File: config.mk
export PLATFORM = sky130hd
export DESIGN_NAME = grf_mp
export DESIGN_NICKNAME = d
export VERILOG_FILES = /design/src/rtl/grf_pkg.sv /design/src/rtl/grf_rd_port.sv /design/src/rtl/grf_mp.sv
export SDC_FILE = /design/constraint.sdc
export NUM_CORES = 2
export LEC_CHECK = 0
export CAP_MARGIN = 20
export CELL_PAD_IN_SITES_DETAIL_PLACEMENT = 0
export CELL_PAD_IN_SITES_GLOBAL_PLACEMENT = 1
export CORE_MARGIN = 2
export CORE_UTILIZATION = 35
export DETAILED_ROUTE_END_ITERATION = 16
export PLACE_DENSITY_LB_ADDON = 0.1
export SETUP_SLACK_MARGIN = 0.4
export SLEW_MARGIN = 20
export SYNTH_ARGS = -nofsm -noshare
export SYNTH_HDL_FRONTEND = slang
export SYNTH_SLANG_ARGS = --single-unit
File: constraint.sdc
create_clock -name clk -period 3.9 [get_ports clk]
set_clock_uncertainty 0.05 [all_clocks]
set_input_delay 0.78 -clock clk [delete_from_list [all_inputs] [get_ports clk]]
set_output_delay 0.78 -clock clk [all_outputs]
set_load 0.02 [all_outputs]
File: src/rtl/grf_pkg.sv
// grf_pkg: shared defaults, zero-register constant and packed-slice helper for the multi-port GRF
package grf_pkg;
    localparam int DW_DEF    = 32;
    localparam int AW_DEF    = 5;
    localparam int MAX_RD    = 4;
    localparam int MAX_WR    = 2;
    localparam int ZERO_ADDR = 0;

    function automatic int lo(input int idx, input int w);
        return idx * w;
    endfunction
endpackage

File: src/rtl/grf_rd_port.sv
// grf_rd_port: one read port with write-through bypass, zero-register forcing and busy masking
module grf_rd_port
    import grf_pkg::*;
#(
    parameter int DW     = DW_DEF,
    parameter int AW     = AW_DEF,
    parameter int NUM_WR = 1
) (
    input  logic                 reset,
    input  logic [AW-1:0]        rd_addr,
    input  logic [DW-1:0]        reg_data,
    input  logic                 reg_busy,
    input  logic [NUM_WR-1:0]    wr_en,
    input  logic [NUM_WR*AW-1:0] wr_addr,
    input  logic [NUM_WR*DW-1:0] wr_data,
    output logic [DW-1:0]        rd_data,
    output logic                 rd_busy
);
    logic          hit;
    logic [DW-1:0] byp;
    logic          zero;

    assign zero = rd_addr == AW'(ZERO_ADDR);

    // ascending scan so the highest-index matching write port is the one forwarded
    always_comb begin
        hit = 1'b0;
        byp = '0;
        for (int j = 0; j < NUM_WR; j++)
            if (!reset && wr_en[j] && wr_addr[lo(j, AW) +: AW] == rd_addr) begin
                hit = 1'b1;
                byp = wr_data[lo(j, DW) +: DW];
            end
    end

    assign rd_data = zero ? '0 : hit ? byp : reg_data;
    assign rd_busy = !zero && reg_busy && !hit;
endmodule

File: src/rtl/grf_mp.sv
// grf_mp: multi-port register file with busy scoreboard; define GRF_TRACE_EN to print stored writes
module grf_mp
    import grf_pkg::*;
#(
    parameter int DW     = DW_DEF,
    parameter int AW     = AW_DEF,
    parameter int NUM_RD = 2,
    parameter int NUM_WR = 1
) (
    input  logic                 clk,
    input  logic                 reset,
    input  logic [NUM_RD*AW-1:0] rd_addr,
    output logic [NUM_RD*DW-1:0] rd_data,
    output logic [NUM_RD-1:0]    rd_busy,
    input  logic [NUM_WR-1:0]    wr_en,
    input  logic [NUM_WR*AW-1:0] wr_addr,
    input  logic [NUM_WR*DW-1:0] wr_data,
    input  logic [NUM_WR*32-1:0] wr_pc,
    input  logic                 iss_en,
    input  logic [AW-1:0]        iss_addr
);
    localparam int DEPTH = 2 ** AW;

    logic [DW-1:0]    regs [DEPTH];
    logic [DEPTH-1:0] busy;

    // later ports overwrite earlier ones; an issue lands last so set beats clear
    always_ff @(posedge clk) begin
        if (reset) begin
            for (int i = 0; i < DEPTH; i++) regs[i] <= '0;
            busy <= '0;
        end else begin
            for (int j = 0; j < NUM_WR; j++)
                if (wr_en[j] && wr_addr[lo(j, AW) +: AW] != AW'(ZERO_ADDR)) begin
                    regs[wr_addr[lo(j, AW) +: AW]] <= wr_data[lo(j, DW) +: DW];
                    busy[wr_addr[lo(j, AW) +: AW]] <= 1'b0;
                end
            if (iss_en && iss_addr != AW'(ZERO_ADDR)) busy[iss_addr] <= 1'b1;
        end
    end

    for (genvar k = 0; k < NUM_RD; k++) begin : g_rd
        grf_rd_port #(.DW(DW), .AW(AW), .NUM_WR(NUM_WR)) u_port (
            .reset   (reset),
            .rd_addr (rd_addr[lo(k, AW) +: AW]),
            .reg_data(regs[rd_addr[lo(k, AW) +: AW]]),
            .reg_busy(busy[rd_addr[lo(k, AW) +: AW]]),
            .wr_en   (wr_en),
            .wr_addr (wr_addr),
            .wr_data (wr_data),
            .rd_data (rd_data[lo(k, DW) +: DW]),
            .rd_busy (rd_busy[k])
        );
    end

`ifdef GRF_TRACE_EN
    logic [NUM_WR-1:0] wins;

    // a port wins unless a higher port writes the same address this cycle
    always_comb begin
        wins = '0;
        for (int j = 0; j < NUM_WR; j++) begin
            wins[j] = wr_en[j] && wr_addr[lo(j, AW) +: AW] != AW'(ZERO_ADDR);
            for (int m = j + 1; m < NUM_WR; m++)
                if (wr_en[m] && wr_addr[lo(m, AW) +: AW] == wr_addr[lo(j, AW) +: AW]) wins[j] = 1'b0;
        end
    end

    // one trace line per stored write, ascending port order
    always @(posedge clk) begin
        if (!reset)
            for (int j = 0; j < NUM_WR; j++)
                if (wins[j])
                    $display("%d@%h: $%d <= %h", $time, wr_pc[lo(j, 32) +: 32],
                             wr_addr[lo(j, AW) +: AW], wr_data[lo(j, DW) +: DW]);
    end
`else
    logic unused_pc;
    assign unused_pc = ^wr_pc;
`endif
endmodule
==> impl_metrics.ini <==
[outcome]
status = completed

[final_layout]
drive_above_1_share = 0.413
layout.nets = 4843
synthToLayoutAreaGrowth_pct = 34.3
final_cells = 7044

[drt]
drtIter0Drc = 5471
vias = 41400
vias_per_cell = 5.88
drtAntennaViolNets = 0
drc_errors = 0
routedWlPerCell_um = 36.8
wl_mm = 259
drtPass1Iterations = 5

[yosys]
ys_warn_count = 0
ys_top_cells_by_area = edfxtp_1, mux4_2, and2_1, mux2i_1, clkbuf_1
netlist-cell-type-count = 64
synth_top_area_cell = edfxtp_1
async_reset_ff_frac = 0
synthFlopType = edfxtp_1
synth_seq_cells = 1056
synth.avg_cell_area_um2 = 14.3
synthCells = 3992
synth_edf_count = 1024
syn_area_um2 = 57100
ys_seq_area_frac = 0.550
synth_top_area_frac = 0.539

[sta]
whs_ns = 0.424
setup_viol = 0
worst_slew_pin_slew_ns = 1.16
slew_violations = 0
fin_crit_sh = 0.966
rsz0062_at_grt = true
max_freq_mhz = 265
relSlewSlack = 0.223
fin_crit_ns = 3.77
hold_violations = 0

[global_routing]
grt_pass1_wl_mm = 350
grt_max_degree = 48
grt_antenna_before_repair = 33
overflow = 0
grt_use_total = 0.306
grt_pass1_vias = 40700

[setup_path]
critPathCaptureType = output port
cp.arrival_ns = 2.94
r2r_end = busy[2]
cp_max_fo = 6
required_ns = 3.07
reg2reg_setup_slack_ns = 3.23
critPathLaunchType = input pin
critPathLaunch = rd_addr[0]
reg2reg_depth = 1
critical_path.endpoint = rd_busy[0]
crit_type = input pin to output port
r2r_start = busy[2]

[floorplanning]
row_count = 148
die_area_um2 = 166000
core-area_um2 = 162000
start_util = 0.352
die_x_um = 408
io_pins = 154
die_h_um = 408

[clock_tree]
htreeDepth = 4
ctsHoldBuffers = 0
numClockSinks = 1056
cts_max_path_buffers = 3
cts_tree = done
clock_latency_ns = 0.76
cts_buffers = 130
cts_root_buffer = clkbuf_16
clk_pin_slew_ns = 0.05

[flow_run]
max_cap_violations = 0

[place]
dp_hpwl_mm = 163
dpl.cell_count = 6531
place_congestion = 0.881
portBuffers = 121

[min_path]
holdCritPathClass = flop to flop

[power_and_ir_drop]
p_leak_nw = 27.7
peakVddDrop_mv = 0.464
p_total_mw = 30.7
powerDensity_nw_per_um2 = 400
[what timing repair did]
item,CTS,global route
setup endpoints to repair,66,66
setup buffers,130,102
pin swaps,99,160
gates cloned,26,9
gates resized for setup,648,361
hold endpoints to repair,0,0
[worst max-delay path, cell delays in order]
cell,delay (ns)
buf_16,0.15
buf_12,0.17
buf_12,0.12
buf_12,0.11
mux4_2,0.52
mux4_2,0.56
o2111a_2,0.33
buf_6,0.14
[registers in the layout, indices dropped and copies added, names as in the netlist]
name,cells
regs,1024
busy,32
[metrics by stage]
stage / worst slack (ns) / setup TNS (ns) / area, um2 / util
2_1_floorplan: 0.414 / 0 / 57200 / -
3_3_place_gp: -1.01 / -35.14 / 66000 / 0.406
3_5_place_dp: -0.949 / -33.31 / 66000 / 0.406
4_1_cts: 0.110 / 0 / 73800 / 0.454
5_1_grt: 0.122 / 0 / 76600 / 0.472
6_report: 0.131 / 0 / 76700 / 0.472
[cell usage after synthesis, drive strengths merged, types with 50 or more instances]
master,instances
o21ai,51
a21oi,67
mux2i,226
nor2,77
and2,1000
nand2,52
o22ai,63
clkbuf,262
a22oi,70
a211oi,79
nor3,50
buf,151
edfxtp,1024
mux4,422
a221oi,81
[cell families (layout without fill, tap and decap cells)]
group           after synthesis  after routing  synth area share
mux                         680            680             0.212
xor+xnor                     10             10           0.00153
flops                      1056           1056             0.550
simple gates               1275           1275             0.134
buf+inv                     452           1284            0.0364
compound gates              518            518            0.0660
other cells                   1             46         0.0000657
[worst min-delay path by stage]
stage	from	to	depth (start not counted)
finish	busy[16]	busy[16]	2
global route	busy[22]	busy[22]	2
CTS	busy[16]	busy[16]	2
detailed placement	busy[16]	busy[16]	2
global placement	busy[16]	busy[16]	2
floorplan	busy[16]	busy[16]	2
[cell type report]
| cell class | count | area, um2 |
|---|---|---|
| Sequential cell | 1056 | 31400 |
| Fill cell | 14200 | 85700 |
| Antenna cell | 14 | 35.0 |
| Tap cell | 2175 | 2720 |
| Clock buffer | 175 | 3630 |
| Multi-Input combinational cell | 2515 | 26500 |
| Timing Repair Buffer | 1013 | 11900 |
| Clock inverter | 57 | 378 |
| Inverter | 39 | 148 |
[layout by cell type (no fill, tap or decap), types with 35 or more instances in the layout]
cell type	instances
buf_12	188
buf_4	553
o22ai_1	39
clkbuf_1	35
and2_1	997
inv_1	36
nor2_4	35
nand2_1	40
a22oi_2	39
mux4_2	422
edfxtp_1	1024
a211oi_2	47
mux2i_1	205
nor2_1	36
clkdlybuf4s50_1	38
buf_16	42
a221oi_2	36
buf_6	133
clkbuf_16	149
[layer usage]
metal	track usage	up-vias	share of wire
met1	0.437	22000	0.42
li1	-	17000	-
met3	0.0497	400	0.085
met5	0	-	0.00013
met2	0.479	2045	0.46
met4	0.0909	6	0.033
[report_power, final]
part / switching, mW / internal (mW) / leakage, nW / total, mW
Sequential: 0.325 / 13.1 / 10.0 / 13.4
Combinational: 2.98 / 2.55 / 15.8 / 5.53
Clock: 4.99 / 6.77 / 1.96 / 11.8
Total: 8.30 / 22.4 / 27.7 / 30.7
(Power assumes the default switching activity.)
